$ cat src/rtl/kcpsmx_port_fifo_if.sv
// kcpsmx_port_fifo_if: core port bus, interrupt handshake and TX/RX valid/ready streams
interface kcpsmx_port_fifo_if;
    logic [7:0] port_id;
    logic       write_strobe;
    logic       read_strobe;
    logic [7:0] out_port;
    logic [7:0] in_port;
    logic       interrupt;
    logic       interrupt_ack;
    logic [7:0] tx_data;
    logic       tx_valid;
    logic       tx_ready;
    logic [7:0] rx_data;
    logic       rx_valid;
    logic       rx_ready;

    modport slave (
        input  port_id, write_strobe, read_strobe, out_port, interrupt_ack,
        input  tx_ready, rx_data, rx_valid,
        output in_port, interrupt, tx_data, tx_valid, rx_ready
    );

    modport master (
        output port_id, write_strobe, read_strobe, out_port, interrupt_ack,
        output tx_ready, rx_data, rx_valid,
        input  in_port, interrupt, tx_data, tx_valid, rx_ready
    );
endinterface

$ cat src/rtl/kcpsmx_port_fifo.sv
// kcpsmx_port_fifo: port-mapped TX/RX byte FIFOs with status, control and interrupt
module kcpsmx_port_fifo #(
    parameter logic [7:0] BASE_ADDR = 8'h00,
    parameter int         DEPTH     = 16
) (
    input logic clk,
    input logic reset,
    kcpsmx_port_fifo_if.slave bus
);
    localparam int AW = $clog2(DEPTH);
    localparam logic [AW:0] FULL = (AW+1)'(DEPTH);
    localparam logic [AW:0] ONE = (AW+1)'(1);

    logic [7:0] tx_mem [DEPTH];
    logic [7:0] rx_mem [DEPTH];
    logic [AW-1:0] tx_wr, tx_rd, rx_wr, rx_rd;
    logic [AW:0] tx_cnt, rx_cnt;
    logic tx_full, tx_empty, rx_full, rx_empty;
    logic tx_ovf, rx_ovf, rx_ie, txe_ie, irq;
    logic sel_tx, sel_rx, sel_st, sel_ct;
    logic tx_push, tx_pop, rx_push, rx_pop, irq_set, ctl_wr;
    logic [7:0] status, rd_mux;

    assign sel_tx = bus.port_id == BASE_ADDR;
    assign sel_rx = bus.port_id == BASE_ADDR + 8'd1;
    assign sel_st = bus.port_id == BASE_ADDR + 8'd2;
    assign sel_ct = bus.port_id == BASE_ADDR + 8'd3;

    assign tx_full  = tx_cnt == FULL;
    assign tx_empty = tx_cnt == '0;
    assign rx_full  = rx_cnt == FULL;
    assign rx_empty = rx_cnt == '0;

    assign tx_push = bus.write_strobe & sel_tx & !tx_full;
    assign tx_pop  = !tx_empty & bus.tx_ready;
    assign rx_push = bus.rx_valid & !rx_full;
    assign rx_pop  = bus.read_strobe & sel_rx & !rx_empty;
    assign ctl_wr  = bus.write_strobe & sel_ct;
    // A push in the same cycle keeps the count at 1, so only a lone final pop counts as "TX emptied"
    assign irq_set = (rx_push & rx_ie) | (tx_pop & !tx_push & tx_cnt == ONE & txe_ie);

    assign status = {2'b00, tx_ovf, rx_ovf, rx_empty, rx_full, tx_empty, tx_full};

    always_comb begin
        rd_mux = sel_rx ? (rx_empty ? 8'h00 : rx_mem[rx_rd]) :
                 sel_st ? status :
                 sel_ct ? {6'b0, txe_ie, rx_ie} : 8'h00;
    end

    assign bus.tx_valid  = !tx_empty;
    assign bus.tx_data   = tx_empty ? 8'h00 : tx_mem[tx_rd];
    assign bus.rx_ready  = !rx_full;
    assign bus.interrupt = irq;

    always_ff @(posedge clk) begin
        if (tx_push) tx_mem[tx_wr] <= bus.out_port;
        if (rx_push) rx_mem[rx_wr] <= bus.rx_data;
    end

    always_ff @(posedge clk or posedge reset) begin
        if (reset) begin
            tx_wr       <= '0;
            tx_rd       <= '0;
            tx_cnt      <= '0;
            rx_wr       <= '0;
            rx_rd       <= '0;
            rx_cnt      <= '0;
            tx_ovf      <= 1'b0;
            rx_ovf      <= 1'b0;
            rx_ie       <= 1'b0;
            txe_ie      <= 1'b0;
            irq         <= 1'b0;
            bus.in_port <= 8'h00;
        end else begin
            if (tx_push) tx_wr <= tx_wr + AW'(1);
            if (tx_pop) tx_rd <= tx_rd + AW'(1);
            if (rx_push) rx_wr <= rx_wr + AW'(1);
            if (rx_pop) rx_rd <= rx_rd + AW'(1);
            tx_cnt <= tx_cnt + (AW+1)'(tx_push) - (AW+1)'(tx_pop);
            rx_cnt <= rx_cnt + (AW+1)'(rx_push) - (AW+1)'(rx_pop);
            if (ctl_wr) begin
                rx_ie  <= bus.out_port[0];
                txe_ie <= bus.out_port[1];
            end
            // Overflow events in the clearing cycle win over the clear
            tx_ovf <= (tx_ovf & !(ctl_wr & bus.out_port[7])) | (bus.write_strobe & sel_tx & tx_full);
            rx_ovf <= (rx_ovf & !(ctl_wr & bus.out_port[7])) | (bus.rx_valid & rx_full);
            irq <= irq_set | (irq & !bus.interrupt_ack);
            bus.in_port <= rd_mux;
        end
    end
endmodule

$ cat src/flat_wrapper.sv
// flat-port wrapper written by rule: the top's interface ports become plain ports
module kcpsmx_port_fifo_flat 
#(
    parameter logic [7:0] BASE_ADDR = 8'h00,
    parameter int         DEPTH     = 16
)
  (clk, reset, bus_port_id, bus_write_strobe, bus_read_strobe, bus_out_port, bus_interrupt_ack, bus_tx_ready, bus_rx_data, bus_rx_valid, bus_in_port, bus_interrupt, bus_tx_data, bus_tx_valid, bus_rx_ready);
  kcpsmx_port_fifo_if bus_i ();
  input logic clk;
  input logic reset;
  input wire logic [$bits(bus_i.port_id)-1:0] bus_port_id;
  input wire logic [$bits(bus_i.write_strobe)-1:0] bus_write_strobe;
  input wire logic [$bits(bus_i.read_strobe)-1:0] bus_read_strobe;
  input wire logic [$bits(bus_i.out_port)-1:0] bus_out_port;
  input wire logic [$bits(bus_i.interrupt_ack)-1:0] bus_interrupt_ack;
  input wire logic [$bits(bus_i.tx_ready)-1:0] bus_tx_ready;
  input wire logic [$bits(bus_i.rx_data)-1:0] bus_rx_data;
  input wire logic [$bits(bus_i.rx_valid)-1:0] bus_rx_valid;
  output wire logic [$bits(bus_i.in_port)-1:0] bus_in_port;
  output wire logic [$bits(bus_i.interrupt)-1:0] bus_interrupt;
  output wire logic [$bits(bus_i.tx_data)-1:0] bus_tx_data;
  output wire logic [$bits(bus_i.tx_valid)-1:0] bus_tx_valid;
  output wire logic [$bits(bus_i.rx_ready)-1:0] bus_rx_ready;
  assign bus_i.port_id = bus_port_id;
  assign bus_i.write_strobe = bus_write_strobe;
  assign bus_i.read_strobe = bus_read_strobe;
  assign bus_i.out_port = bus_out_port;
  assign bus_i.interrupt_ack = bus_interrupt_ack;
  assign bus_i.tx_ready = bus_tx_ready;
  assign bus_i.rx_data = bus_rx_data;
  assign bus_i.rx_valid = bus_rx_valid;
  assign bus_in_port = bus_i.in_port;
  assign bus_interrupt = bus_i.interrupt;
  assign bus_tx_data = bus_i.tx_data;
  assign bus_tx_valid = bus_i.tx_valid;
  assign bus_rx_ready = bus_i.rx_ready;
  kcpsmx_port_fifo #(.BASE_ADDR(BASE_ADDR), .DEPTH(DEPTH)) u_core (.clk(clk), .reset(reset), .bus(bus_i));
endmodule
$ cat config.mk
export PLATFORM = sky130hd
export DESIGN_NAME = kcpsmx_port_fifo_flat
export DESIGN_NICKNAME = d
export VERILOG_FILES = /design/src/rtl/kcpsmx_port_fifo_if.sv /design/src/rtl/kcpsmx_port_fifo.sv /design/src/flat_wrapper.sv
export SDC_FILE = /design/constraint.sdc
export NUM_CORES = 1
export LEC_CHECK = 0
export CORE_MARGIN = 2
export CORE_UTILIZATION = 50
export CTS_CLUSTER_SIZE = 25
export DETAILED_ROUTE_END_ITERATION = 6
export GPL_TIMING_DRIVEN = 0
export PLACE_DENSITY = 0.68
export SETUP_SLACK_MARGIN = 0.5
export SKIP_CTS_REPAIR_TIMING = 1
export SLEW_MARGIN = 15
export SYNTH_ARGS = -nofsm -noshare
export SYNTH_HDL_FRONTEND = slang
export SYNTH_SLANG_ARGS = --single-unit
$ cat constraint.sdc
create_clock -name clk -period 3.9 [get_ports clk]
set_input_delay 0.39 -clock clk [delete_from_list [all_inputs] [get_ports clk]]
set_output_delay 0.39 -clock clk [all_outputs]
set_load 0.02 [all_outputs]
==> impl_metrics.json, run 1 <==
{
  "status": "finished clean",
  "crit_path_end_kind": "output port",
  "cp.required_ps": 3510,
  "path_clk_slew_ps": 60,
  "grt_overflow": 0,
  "cts_made_buffers": 30,
  "ios": 50,
  "p_total_uw": 8580,
  "vias": 5825,
  "syn-mean-instance-area_um2": 19.2,
  "ys_ff_latch": 295,
  "drt_pass1_iterations": 5,
  "setup_tns_ps": 0,
  "drv_slew": 0,
  "drv_cap": 0,
  "critPathBufInv": 3,
  "ir_drop_uv": 403,
  "synthFlopType": "edfxtp_1",
  "drc_errors": 0,
  "power_density_nw_per_um2": 617,
  "vias_per_cell": 5.56,
  "ys_types": 50,
  "coreArea_um2": 23500,
  "drive_gt1_share_pct": 20.5,
  "routabilityCongestion": 0.763,
  "syn_nets": 676,
  "dp_hpwl_um": 16000,
  "setup.worst_path.start_class": "flip-flop",
  "grt_pass1_vias": 6140,
  "tritoncts": "built",
  "antenna_found_initial": 0,
  "track_usage_pct": 19.7,
  "max_slew.worst_pin.slew_ps": 931,
  "clk_root_buffer_cell": "clkbuf_16",
  "nFillCells": 1700,
  "synth_area_um2": 12000,
  "max_freq_ghz": 0.311,
  "nNetsFinal": 760,
  "routed_wl_um": 23500,
  "hold_ws_ps": 112,
  "synth_edf_count": 256,
  "cts.sinks": 295,
  "cts_buffer_depth": 3,
  "final_hold_viol_count": 0,
  "rsz0062_at_grt": "no",
  "slew_headroom_pct": 37.7,
  "port_buffers": 48,
  "postSynthCellCount": 622,
  "arrival_ps": 2830,
  "cts_max_level": 1,
  "seq_area_frac_synth_pct": 72.5,
  "finalSetupViolCount": 0,
  "min_period_over_period_pct": 82.5,
  "fin_crit_ps": 3220,
  "async_flop_share_pct": 13.2,
  "skew_ps": 10.9,
  "drtIter0Drc": 381,
  "slowest_stage": "clkdlybuf4s50_1",
  "hold_class": "input pin to async pin",
  "rows": 56,
  "grt_max_degree": 30,
  "chipHeight_um": 159,
  "p_leak_uw": 0.00473,
  "design.die.area_um2": 25200,
  "critPathKind": "flip-flop to output port",
  "critical_path.top_delay_family": "buffers and inverters",
  "die-width_um": 159,
  "slowest_delay_ps": 560,
  "floorplan.initialDensity_pct": 50.9,
  "synth-warning-count": 0,
  "crit_chain": "clkbuf_4 -> buf_6 -> mux4_2 -> mux2i_1 -> o22ai_1 -> clkdlybuf4s50_1",
  "grt_first_pass_wirelength_um": 36300,
  "diodes": 0,
  "antenna_left": 0,
  "clock_latency_ps": 540,
  "synthToLayoutAreaGrowth_pct": 16.2,
  "critPathMaxFanout": 10,
  "wl_per_cell_um": 22.4
}
-- cell families after synthesis --
| family | share of synthesized area [%] |
|---|---|
| buf+inv | 1.96 |
| flops | 72.5 |
| simple gates | 4.47 |
| xor+xnor | 1.47 |
| mux | 15.4 |
| compound gates | 1.67 |
| fa+ha+maj | 2.53 |
-- Yosys cell counts, types with 2 or more instances --
library cell,count,area share [%]
nor2_1,30,0.94
o22ai_1,10,0.52
nand3_1,7,0.29
clkbuf_1,8,0.25
inv_1,23,0.72
buf_2,13,0.54
edfxtp_1,256,64
xnor2_1,12,0.88
ha_1,21,2.2
a21oi_1,4,0.17
mux2_2,4,0.38
fa_1,2,0.33
buf_1,5,0.16
or2_2,2,0.10
a211o_1,4,0.29
dfrtp_1,39,8.2
or3_1,2,0.10
nand2_1,14,0.44
xor2_1,8,0.59
nor3_1,20,0.84
mux4_1,5,1.1
o21ai_0,4,0.17
buf_4,3,0.19
mux4_2,59,11
mux2i_1,34,2.8
nand2b_1,6,0.31
a21o_1,2,0.13
nand4_1,3,0.16
-- cell type report --
cell class	count	area, um2	share of cell area, %
clock buffers	41	853	6.14
inverters	23	86.3	0.621
repair buffers	52	523	3.76
clock inverters	13	90.1	0.648
plain buffers	30	175	1.26
well taps	319	399	2.87
multi-input cells	274	3110	22.4
flip-flops and latches	295	8660	62.3
-- per-stage QoR --
| step | setup WS (ps) | utilization [%] | instances | area (um2) |
|---|---|---|---|---|
| after floorplan | 1200 | - | 622 | 12000 |
| after global placement | 547 | 54.7 | 989 | 12800 |
| after detailed placement | 656 | 55.0 | 993 | 12900 |
| after CTS | 247 | 59.1 | 1047 | 13900 |
| final | 681 | 59.2 | 1047 | 13900 |
| after global routing | 526 | 59.2 | 1047 | 13900 |
-- per-layer routing --
layer  up-vias  track usage, %  wire (um)
li1       2629               -          -
met5         -               0          0
met1      3025            26.3       9640
met4         0            4.38        415
met3        32            2.83       1070
met2       139            34.7      12300
-- placed cells by master (no fill, tap or decap), types with 2 or more instances in the layout --
master,n
nor3_1,12
o22ai_1,10
nor3_2,8
edfxtp_1,256
buf_6,4
a21o_1,2
a21oi_1,4
or2_2,2
mux4_1,5
buf_4,6
a211o_1,4
nand2_1,13
ha_1,21
clkdlybuf4s50_1,48
mux2i_1,34
nor4b_2,2
clkinv_2,2
xor2_1,8
mux4_2,59
clkbuf_8,4
fa_1,2
nand3_1,7
inv_1,22
nand2b_1,6
clkbuf_2,4
buf_2,10
buf_1,4
clkbuf_16,31
o21ai_0,4
or3_1,2
clkbuf_1,10
mux2_2,4
clkinv_1,7
nor2_1,30
xnor2_1,12
clkinvlp_4,2
nand4_1,3
dfrtp_1,39
-- where the power goes --
part           switching [uW]  leakage, uW  total, uW  internal, uW
combinational            1100      0.00147       2060           961
sequential                116      0.00280       3800          3690
clock                    1130     0.000456       2710          1580
-- worst register-to-register path: cells and delay by family, from the launching register on --
kind	cells	cell delay, ps
fa+ha+maj	4	1090
simple gates	3	940
flops	1	350
buf+inv	4	250
compound gates	2	210
xor+xnor	1	130
-- registers in the layout, indices dropped and copies added, names as in the netlist, 4 cells and up --
signal	cells
u_core.rx_mem	128
u_core.tx_mem	128
u_core.bus.in_port	8
u_core.rx_cnt	5
u_core.tx_cnt	5
u_core.rx_rd	4
u_core.rx_wr	4
u_core.tx_rd	4
u_core.tx_wr	4
-- final timing paths --
path,depth (start not counted),slack (ps),to,start
hold / removal,2,110,u_core.tx_cnt[0],reset
setup / recovery,6,680,bus_tx_data[1],u_core.tx_rd[0]
setup reg to reg,14,850,u_core.rx_cnt[4],u_core.rx_cnt[2]
min in group clk,2,420,u_core.bus.interrupt,bus_interrupt_ack
hold reg to reg,1,490,u_core.rx_rd[3],u_core.rx_rd[3]
max in group asynchronous,3,3320,u_core.bus.in_port[7],reset
(Power assumes the default switching activity.)
==> run 2, diff against run 1 <==
--- a/config.mk
+++ b/config.mk
@@ -10,7 +10,7 @@
 export CTS_CLUSTER_SIZE = 25
 export DETAILED_ROUTE_END_ITERATION = 6
 export GPL_TIMING_DRIVEN = 0
-export PLACE_DENSITY = 0.68
+export PLACE_DENSITY = 0.7
 export SETUP_SLACK_MARGIN = 0.5
 export SKIP_CTS_REPAIR_TIMING = 1
 export SLEW_MARGIN = 15
==> constraint.sdc (replaced) <==
create_clock -name clk -period 2.7 [get_ports clk]
set_input_delay 0.27 -clock clk [delete_from_list [all_inputs] [get_ports clk]]
set_output_delay 0.27 -clock clk [all_outputs]
set_load 0.02 [all_outputs]
==> run 2 against run 1 <==
Effect of this change: routed wire length up 9.1%; register-to-register slack lost 740 ps; highest routed layer unchanged; count of clock-buffer cells in the layout unchanged; setup slack worse by 610 ps; sequential cell count stayed put.
==> impl_metrics.json, run 2 (synthesis results as in run 1) <==
{
  "cts_buffer_depth": 3,
  "routed_wl_um": 25600,
  "clock_latency_ps": 540,
  "design.die.area_um2": 25200,
  "reg.largest.list": "u_core.rx_mem x128, u_core.tx_mem x128, u_core.bus.in_port x8",
  "cts_made_buffers": 29,
  "nNetsFinal": 805,
  "port_buffers": 48,
  "p_total_uw": 13100,
  "ios": 50,
  "skew_ps": 14.0,
  "chipHeight_um": 159,
  "max_freq_ghz": 0.380,
  "ir_drop_uv": 673,
  "min_period_over_period_pct": 97.3,
  "final_common_cell": "edfxtp_1",
  "fin_crit_ps": 2630,
  "track_usage_pct": 19.8,
  "setup.worst_path.start_class": "flip-flop",
  "nFillCells": 1529,
  "antenna_left": 0,
  "path_clk_slew_ps": 60,
  "hold_class": "input pin to async pin",
  "regToRegEndpoint": "u_core.rx_cnt[4]",
  "r2r_start": "u_core.rx_cnt[3]",
  "routabilityCongestion": 0.807,
  "r2r_cells": 14,
  "max_slew.worst_pin.slew_ps": 745,
  "rsz0062_at_grt": "yes",
  "critPathKind": "flip-flop to output port",
  "slew_headroom_pct": 50.3,
  "clk_root_buffer_cell": "clkbuf_16",
  "drc_errors": 0,
  "wl_per_cell_um": 23.5,
  "cp.required_ps": 2430,
  "drive_gt1_share_pct": 33.5,
  "power_density_nw_per_um2": 873,
  "vias": 6223,
  "hold_ws_ps": 15.7,
  "rows": 56,
  "antenna_found_initial": 0,
  "drv_slew": 0,
  "crit_path_end_kind": "output port",
  "coreArea_um2": 23500,
  "drt_pass1_iterations": 4,
  "grt_overflow": 0,
  "p_leak_uw": 0.00506,
  "die-width_um": 159,
  "dp_hpwl_um": 15800,
  "status": "finished clean",
  "drv_cap": 0,
  "grt_pass1_vias": 6279,
  "critPathMaxFanout": 10,
  "vias_per_cell": 5.71,
  "finalSetupViolCount": 0,
  "diodes": 0,
  "grt_first_pass_wirelength_um": 36500,
  "synthToLayoutAreaGrowth_pct": 25.1,
  "drtIter0Drc": 462,
  "cts.sinks": 295,
  "final_hold_viol_count": 0,
  "floorplan.initialDensity_pct": 50.9,
  "cts_max_level": 1,
  "r2r_slack_ps": 110,
  "tritoncts": "built",
  "layout.cells.most_common_list": "edfxtp_1, mux4_2, clkdlybuf4s50_1, dfrtp_1, clkbuf_16",
  "grt_max_degree": 28,
  "arrival_ps": 2360
}
==> run 2: through the flow <==
| stage | TNS [ps] | std cells | worst slack, ps | area, um2 | utilization (%) |
|---|---|---|---|---|---|
| after floorplan | 0 | 622 | 190 | 12100 | - |
| after global placement | -15700 | 989 | -191 | 12900 | 55.1 |
| final | 0 | 1089 | 71.7 | 15000 | 63.7 |
| after CTS | -6640 | 1040 | -887 | 13800 | 58.9 |
| after detailed placement | -26950 | 990 | -311 | 13000 | 55.2 |
| after global routing | 0 | 1089 | 1.14 | 15000 | 63.7 |
==> run 2: worst max-delay path: stages (launching register included) <==
cell and delay (ps):
dfrtp_2 420, buf_8 160, buf_12 160, mux4_2 520, mux2i_2 220, o22ai_1 140
buf_2 180
==> run 2: power by group <==
group	total [uW]	switching, uW	leakage, uW	internal, uW
clock	3740	1600	0.000426	2140
sequential	5520	195	0.00280	5330
combinational	3800	1950	0.00184	1850
total	13100	3750	0.00506	9310
==> run 2: area by class of cell <==
class | instances | area [um2] | share of cell area, %
flip-flops and latches | 295 | 8660 | 57.9
multi-input cells | 274 | 3540 | 23.6
repair buffers | 98 | 1170 | 7.86
clock buffers | 41 | 801 | 5.35
well taps | 319 | 399 | 2.67
plain buffers | 30 | 225 | 1.51
inverters | 23 | 86.3 | 0.577
clock inverters | 9 | 68.8 | 0.460
==> run 2: worst max path at each step <==
stage	from	endpoint	slack, ps	depth (start not counted)
detailed placement	u_core.tx_rd[1]	bus_tx_data[0]	-310	6
global placement	u_core.tx_rd[1]	bus_tx_data[0]	-190	6
finish	u_core.tx_rd[0]	bus_tx_data[0]	70	6
floorplan	u_core.rx_cnt[3]	u_core.rx_cnt[4]	190	14
global route	u_core.tx_rd[0]	bus_tx_data[0]	1	6
CTS	u_core.tx_rd[1]	bus_tx_data[0]	-890	6
==> run 2: layer usage <==
layer | track usage (%) | share of wire, % | up-vias
met5 | 0 | 0 | -
met2 | 31.6 | 49 | 222
li1 | - | - | 2732
met3 | 3.40 | 6.2 | 31
met4 | 4.98 | 1.6 | 0
met1 | 28.7 | 43 | 3238
==> run 3, diff against run 2 <==
--- a/config.mk
+++ b/config.mk
@@ -11,7 +11,7 @@
 export DETAILED_ROUTE_END_ITERATION = 6
 export GPL_TIMING_DRIVEN = 0
 export PLACE_DENSITY = 0.7
-export SETUP_SLACK_MARGIN = 0.5
+export SETUP_SLACK_MARGIN = 0.1
 export SKIP_CTS_REPAIR_TIMING = 1
 export SLEW_MARGIN = 15
 export SYNTH_ARGS = -nofsm -noshare
==> run 3 against run 2 <==
Effect of this change: critical path depth rose by 8; total power fell by 2.1%; non-clock buffer count fell by 34; maximum frequency fell by 0.46%; routed wire length fell by 3.8%; first-iteration DRC count rose by 24%; core utilization fell by 3.2 points; highest routed layer unchanged; register-to-register slack got worse by 50 ps; worst hold slack improved by 290 ps; cell area fell by 5.0%; sequential power barely moved; clock power rose by 2%; critical endpoint is now u_core.rx_cnt[4].
==> impl_metrics.json, run 3 (synthesis results as in run 1) <==
{
  "status": "finished clean",
  "hold_ws_ps": 307,
  "cts_buffer_depth": 3,
  "r2r_slack_ps": 60,
  "drv_slew": 0,
  "skew_ps": 7.99,
  "grt_use_met1_pct": 29.5,
  "grt_max_degree": 33,
  "vias_per_cell": 5.70,
  "finalSetupViolCount": 0,
  "clock_latency_ps": 540,
  "port_buffers": 48,
  "grt_first_pass_wirelength_um": 36800,
  "dp_hpwl_um": 16000,
  "hold_depth": 2,
  "synthToLayoutAreaGrowth_pct": 18.9,
  "routed_wl_um": 24600,
  "grt_use_met2_pct": 31.5,
  "critPathMaxFanout": 3,
  "drtIter0Drc": 571,
  "nFillCells": 1636,
  "tritoncts": "built",
  "path_clk_slew_ps": 60,
  "max_freq_ghz": 0.379,
  "drv_cap": 0,
  "cts.sinks": 295,
  "antenna_found_initial": 0,
  "die-width_um": 159,
  "setup.worst_path.start_class": "flip-flop",
  "ir_drop_uv": 484,
  "ios": 50,
  "chipHeight_um": 159,
  "power_density_nw_per_um2": 900,
  "cts_max_level": 1,
  "pwr-share-comb_pct": 27.0,
  "internal_power_uw": 9170,
  "layout_setup_ws_ps": 59.7,
  "swShare_pct": 28.3,
  "rsz0062_at_grt": "yes",
  "track_usage_pct": 20.1,
  "crit_path_end_kind": "flip-flop",
  "top_usage_layer": "met2",
  "reg.largest.list": "u_core.rx_mem x128, u_core.tx_mem x128, u_core.bus.in_port x8",
  "design.die.area_um2": 25200,
  "arrival_ps": 3070,
  "vias": 6045,
  "slew_headroom_pct": 33.4,
  "drt_pass1_iterations": 5,
  "grt_overflow": 0,
  "r2r_cells": 14,
  "floorplan.initialDensity_pct": 50.9,
  "grt.met3_usage_pct": 3.38,
  "final_hold_viol_count": 0,
  "p_clk_share_pct": 29.8,
  "p_sw_uw": 3620,
  "max_slew.worst_pin.slew_ps": 996,
  "dpl_worst_slack_ps": -634,
  "wl_per_cell_um": 23.2,
  "min_period_over_period_pct": 97.8,
  "hold_class": "input pin to flip-flop",
  "drc_errors": 0,
  "fin_crit_ps": 2640,
  "clk_root_buffer_cell": "clkbuf_16",
  "seq_power_share_pct": 43.1,
  "rows": 56,
  "p_leak_uw": 0.00481,
  "grt_pass1_vias": 6193,
  "critPathKind": "flip-flop to flip-flop",
  "cts_made_buffers": 30,
  "antenna_left": 0,
  "diodes": 0,
  "layout.cells.most_common_list": "edfxtp_1, mux4_2, clkdlybuf4s50_1",
  "coreArea_um2": 23500,
  "drive_gt1_share_pct": 27.1,
  "final_common_cell": "edfxtp_1",
  "nNetsFinal": 772,
  "routabilityCongestion": 0.902,
  "cp.required_ps": 3130
}
[run 3: area by class of cell]
| class | count | area, um2 | share of cell area, % |
|---|---|---|---|
| multi-input cells | 274 | 3290 | 23.1 |
| clock inverters | 14 | 67.6 | 0.475 |
| well taps | 319 | 399 | 2.81 |
| flip-flops and latches | 295 | 8660 | 61.0 |
| plain buffers | 29 | 215 | 1.51 |
| clock buffers | 42 | 847 | 5.96 |
| inverters | 23 | 88.8 | 0.625 |
| repair buffers | 65 | 641 | 4.51 |
[run 3: through the flow]
stage               area (um2)  total power, uW  util, %  instances  TNS [ps]
detailed placement       12900             8580     54.9        990    -42460
global route             14200            13300     60.5       1061      -801
CTS                      13800            12400     58.8       1046    -13450
finish                   14200            12800     60.5       1061         0
floorplan                12000             7570        -        622         0
global placement         12800             8420     54.7        989    -29290
[run 3: critical path: stages, from the launching register on]
cell and delay, ps:
dfrtp_1 370, inv_2 70, ha_4 160, nor4b_4 140, or3b_4 430, nor2_4 170, ha_4 220, inv_4 50
ha_4 120, inv_2 30, fa_2 350, inv_2 70, a21oi_2 50, o21bai_1 200, xnor2_1 90
[run 3: layer usage]
| metal | share of wire, % | vias to the layer above |
|---|---|---|
| met5 | 0 | - |
| met4 | 1.8 | 0 |
| met3 | 6.2 | 39 |
| met2 | 49 | 217 |
| met1 | 43 | 3131 |
| li1 | - | 2658 |
[run 3: power groups by stage]
stage               sequential [uW]  clock, uW  combinational [uW]
floorplan                      5530          0                2030
global placement               5560          0                2850
detailed placement             5590          0                2990
CTS                            5500       3880                3000
global route                   5550       4050                3740
finish                         5520       3820                3460
[run 3: worst paths after layout]
path / from / to
setup reg to reg: u_core.rx_cnt[3] / u_core.rx_cnt[4]
hold reg to reg: u_core.rx_rd[3] / u_core.rx_rd[3]
min in group asynchronous: reset / u_core.bus.in_port[2]
setup / recovery: u_core.rx_cnt[3] / u_core.rx_cnt[4]
max in group asynchronous: reset / u_core.bus.in_port[6]
hold / removal: bus_interrupt_ack / u_core.bus.interrupt
==> variant 1: new RTL, config.mk and constraints of run 1 <==
`DEPTH` is set to 16 in 2 places; all go to 32.
--- a/src/rtl/kcpsmx_port_fifo.sv
+++ b/src/rtl/kcpsmx_port_fifo.sv
@@ -2,5 +2,5 @@
 module kcpsmx_port_fifo #(
     parameter logic [7:0] BASE_ADDR = 8'h00,
-    parameter int         DEPTH     = 16
+    parameter int         DEPTH     = 32
 ) (
     input logic clk,
--- a/src/flat_wrapper.sv
+++ b/src/flat_wrapper.sv
@@ -3,5 +3,5 @@
 #(
     parameter logic [7:0] BASE_ADDR = 8'h00,
-    parameter int         DEPTH     = 16
+    parameter int         DEPTH     = 32
 )
   (clk, reset, bus_port_id, bus_write_strobe, bus_read_strobe, bus_out_port, bus_interrupt_ack, bus_tx_ready, bus_rx_data, bus_rx_valid, bus_in_port, bus_interrupt, bus_tx_data, bus_tx_valid, bus_rx_ready);
Formal check against the unedited RTL: no difference found for any inputs over 4 cycles, from zero or initial values and one cycle with reset high; that may be too few to reach the edited logic, so the function may still have changed.
==> variant 1 against run 1 <==
  * Final area rose by 82%
  * Area after synthesis rose by 86%
  * Critical path depth rose by 2
  * Power rose by 85%
  * Sequential cell count rose by 262
  * Count of clock-buffer cells in the layout rose by 28
  * Routed wire length rose by 110%
  * Setup slack got worse by 0.23 ns
  * Largest cell class unchanged
  * Largest power group unchanged
==> variant 1: results (changes against run 1) <==
stage	metric	value	unit	change
clock_tree	cts.clk_slew.worst_paths	0.06	ns	about the same
place	place.gp.congestion	0.837		was 0.763
layout	fillers	3315		was 1700
clock_tree	clock_latency	0.60	ns	was 0.54 ns
synthesis	synth_compound_area_share	1.73	%	was 1.67%
synthesis	synth_edf_count	512		was 256
detailed_routing	drt_iter0_markers	989		was 381
layout	reg_top3	u_core.rx_mem: 256 flops, u_core.tx_mem: 256 flops, u_core.bus.in_port: 8 flops		was u_core.rx_mem: 128 flops, u_core.tx_mem: 128 flops, u_core.bus.in_port: 8 flops
place	place_hpwl	31100	microns	was 16000 microns
synthesis	synth.distinct_cells	52		was 50
synthesis	synth_area_leaders	edfxtp_1 69%, mux4_2 14%, dfrtp_1 5.1%		was edfxtp_1 64%, mux4_2 11%, dfrtp_1 8.2%
layout	drive_gt1_share	23.5	%	was 20.5%
power_and_ir_drop	internal_power	0.0115	W	was 0.00623 W
global_route	grt_max_degree	35		was 30
power_and_ir_drop	worst_ir_drop_vdd	0.000416	V	was 0.000403 V
synthesis	syn_nets	1149		was 676
layout	fin_nets	1255		was 760
global_route	antenna_found_initial	0		unchanged
status	status	complete, no violations		unchanged
global_route	grt_usage	21.3	%	was 19.7%
synthesis	synth_mux_area_share	16.1	%	was 15.4%
sta	slew_headroom	23.6	%	was 37.7%
setup_path	crit_path_max_fanout	10		unchanged
clock_tree	htreeDepth	2		was 1
power_and_ir_drop	power.leakage	8.31	nW	was 4.73 nW
detailed_routing	totalWireLength	48300	microns	was 23500 microns
synthesis	synth.yosys.seq_area_share	74.2	%	was 72.5%
synthesis	synth_common_cells	512 x edfxtp_1, 138 x mux4_2, 87 x nor2_1		was 256 x edfxtp_1, 59 x mux4_2, 39 x dfrtp_1
detailed_routing	firstDrtPassIters	7		was 5
synthesis	synthArstFlopShare	8.08	%	was 13.2%
setup_path	cp_slowest_cell	mux4_2		was clkdlybuf4s50_1
synthesis	synth-adder-area-share	1.75	%	was 2.53%
place	place_ws	0.139	ns	was 0.656 ns
global_route	grt_pass1_wl	71800	microns	was 36300 microns
detailed_routing	avgViaCountPerCell	5.92		was 5.56
sta	fin_skew	0.0161	ns	was 0.0109 ns
global_route	grt_pass1_vias	11400		was 6140
setup_path	cpPeakStageDelay	0.48	ns	was 0.56 ns
==> variant 1: cell count changes after synthesis, sizes merged, moves of 8 or more <==
cell,change
edfxtp,+256
mux4,+74
nor2,+56
nor3,-18
buf,+14
nand2,+11
nand3b,+9
clkbuf,+8
==> variant 1: power by group through the flow <==
stage / Clock [W] / Combinational, W / Sequential [W]
2_1_floorplan: 0 / 0.00250 / 0.00705
3_3_place_gp: 0 / 0.00361 / 0.00709
3_5_place_dp: 0 / 0.00368 / 0.00710
4_1_cts: 0.00531 / 0.00370 / 0.00698
5_1_grt: 0.00554 / 0.00396 / 0.00700
6_report: 0.00522 / 0.00368 / 0.00698
==> variant 1: logic make-up after synthesis <==
group | Yosys count
AO/OA/AOI/OAI | 54
multiplexers | 184
AND/OR/NAND/NOR | 158
flip-flops | 557
XOR/XNOR | 24
adder cells (fa/ha/maj) | 30
buffers and inverters | 81
==> variant 1: per-stage QoR <==
| step | TNS (ns) | util [%] | cells | instance area, sq um |
|---|---|---|---|---|
| after floorplan | 0 | - | 1088 | 22200 |
| after global placement | 0 | 53.3 | 1728 | 23500 |
| after detailed placement | 0 | 53.3 | 1729 | 23500 |
| after CTS | -0.185 | 57.4 | 1833 | 25300 |
| after global routing | 0 | 57.4 | 1833 | 25300 |
| final | 0 | 57.4 | 1833 | 25300 |
==> variant 1: worst max-delay path, delay by kind of cell (launching register included) <==
kind                   cells  cell delay, ns
buffers and inverters      4            0.93
and+or+nand+nor            1            0.26
muxes                      3            0.83
DFF                        1            0.41
==> variant 1: metal layers <==
metal | wire (microns) | GRT usage, %
met5 | 0 | 0
met2 | 24100 | 35.3
met3 | 3000 | 3.52
met4 | 1870 | 8.87
met1 | 19300 | 28.3
==> variant 1: layout make-up <==
cell class                      count  area share, %
Clock inverter                     35           1.34
Clock buffer                       69           5.69
Inverter                           29          0.431
Timing Repair Buffer               49           1.80
Sequential cell                   557           65.3
Buffer                             52           1.45
Multi-Input combinational cell    450           21.1
Tap cell                          592           2.93
==> variant 1: worst paths after layout <==
check                                            start                               to  slack, ns  cells past startpoint
setup / recovery           u_core.tx_rd[1]$_DFFE_PP0N_                   bus_tx_data[3]       0.45                      8
hold / removal                                   reset       u_core.rx_cnt[4]$_DFF_PP0_       0.17                      2
setup reg to reg           u_core.rx_rd[1]$_DFFE_PP0P_  u_core.bus.in_port[3]$_DFF_PP0_       0.63                      8
hold reg to reg                u_core.rx_ovf$_DFF_PP0_          u_core.rx_ovf$_DFF_PP0_       0.51                      1
max in group asynchronous                        reset      u_core.tx_rd[3]$_DFFE_PP0N_       3.19                      3
min in group clk                        bus_port_id[0]          u_core.tx_ovf$_DFF_PP0_       0.24                      4
==> variant 2: new RTL, config.mk and constraints of run 1 <==
Without the edit above. Compare `tx_cnt` against `FULL` with >= in place of ==.
--- a/src/rtl/kcpsmx_port_fifo.sv
+++ b/src/rtl/kcpsmx_port_fifo.sv
@@ -27,5 +27,5 @@
     assign sel_ct = bus.port_id == BASE_ADDR + 8'd3;
 
-    assign tx_full  = tx_cnt == FULL;
+    assign tx_full  = tx_cnt >= FULL;
     assign tx_empty = tx_cnt == '0;
     assign rx_full  = rx_cnt == FULL;
Check against the original RTL: no difference found for any inputs over 4 cycles, from zero or initial values and one cycle with reset high; that may be too few to reach the edited logic, so the function may still have changed.
==> variant 2 against run 1 <==
  * Final area shrank 0.23%
  * Routed wire length grew 2.6%
  * Area after synthesis shrank 0.66%
  * Setup slack lost 0.19 ns
  * Sequential cell count is the same
  * Power grew 1.2%
  * Register-to-register slack gained 0.10 ns
  * Synthesized cell count shrank 0.16%
  * Largest cell class unchanged
  * Highest routed layer unchanged
==> variant 2: results (changes against run 1) <==
stage	metric	value	unit	change
status	status	complete, no violations		unchanged
detailed_routing	vias	5931		was 5825
detailed_routing	avgViaCountPerCell	5.66		was 5.56
synthesis	synth_cells	621		was 622
synthesis	synth.distinct_cells	40		was 50
place	place_ws	0.140	ns	was 0.656 ns
global_route	grt_pass1_wl	36600	microns	was 36300 microns
detailed_routing	totalWireLength	24100	microns	was 23500 microns
global_route	grt_usage	19.9	%	was 19.7%
detailed_routing	drt_iter0_markers	529		was 381
setup_path	cpPeakStageDelay	0.59	ns	was 0.56 ns
synthesis	syn_nets	675		was 676
sta	finalWorstSetupSlack	0.494	ns	was 0.681 ns
synthesis	synth.yosys.seq_area_share	72.9	%	was 72.5%
synthesis	synthFlopType	edfxtp_1		unchanged
clock_tree	cts_buffer_depth	3		unchanged
place	placed_area	12800	sq um	was 12900 sq um
layout	drive_gt1_share	20.2	%	was 20.5%
power_and_ir_drop	power.leakage	4.74	nW	was 4.73 nW
sta	fin_skew	0.0103	ns	was 0.0109 ns
place	place.gp.congestion	0.782		was 0.763
setup_path	rr_worst_depth	13		was 14
place	place_inst	993		unchanged
setup_path	cp_slowest_cell	or4b_2		was clkdlybuf4s50_1
setup_path	crit_path_start_kind	register		unchanged
synthesis	synth_common_cells	256 x edfxtp_1, 64 x mux4_2, 39 x dfrtp_1		was 256 x edfxtp_1, 59 x mux4_2, 39 x dfrtp_1
sta	slew_headroom	33.4	%	was 37.7%
synthesis	synth_area_leaders	edfxtp_1 65%, mux4_2 12%, dfrtp_1 8.2%		was edfxtp_1 64%, mux4_2 11%, dfrtp_1 8.2%
global_route	grt_max_degree	21		was 30
power_and_ir_drop	worst_ir_drop_vdd	0.000496	V	was 0.000403 V
place	place_hpwl	16200	microns	was 16000 microns
setup_path	endpoint	bus_tx_data[1]		unchanged
setup_path	rrSetupSlack	0.95	ns	was 0.85 ns
global_route	grt_pass1_vias	6153		was 6140
setup_path	r2r_start	u_core.rx_cnt[3]$_DFF_PP0_		was u_core.rx_cnt[2]$_DFF_PP0_
setup_path	crit_path_max_fanout	8		was 10
## variant 2: cell types whose count changed after synthesis, moves of 5 or more
cell     delta
a21oi_1     +6
mux2i_1     -7
mux4_1      -5
mux4_2      +5
nand2_1    +10
nor2_1      -5
nor2b_1     +7
nor3_1     -10
## variant 2: layout make-up
cell class | instances | area (sq um)
Fill cell | 1756 | 9540
Sequential cell | 295 | 8660
Multi-Input combinational cell | 272 | 3040
Clock buffer | 36 | 795
Timing Repair Buffer | 53 | 556
Tap cell | 319 | 399
Clock inverter | 19 | 174
Buffer | 31 | 151
Inverter | 23 | 86.3
## variant 2: cells by family after synthesis
logic type	count (synthesis)	share of synthesized area [%]
adders and majority gates	23	2.55
buffers and inverters	54	1.86
xor gates and xnor gates	20	1.47
and+or+nand+nor	96	4.30
DFF	295	72.9
AOI/OAI and AO/OA	37	1.98
muxes	96	14.9
## variant 2: where the power goes
part	internal (W)	switching, W
Sequential	0.00369	0.000125
Combinational	0.000942	0.00113
Clock	0.00165	0.00115
Total	0.00628	0.00241
## variant 2: per-layer routing
layer  routed length (microns)  global-route usage [%]  vias up
met1                     10400                    29.6     3055
met5                         0                       0        -
met2                     11700                    31.8      225
met4                       331                    3.86        0
li1                          -                       -     2619
met3                      1610                    3.37       32
## variant 2: worst register-to-register path, delay by kind of cell, from the launching register on
family | cells | cell delay, ns
compound gates | 2 | 0.24
simple gates | 2 | 0.68
buf+inv | 4 | 0.30
xor+xnor | 1 | 0.14
flops | 1 | 0.40
fa+ha+maj | 4 | 1.13
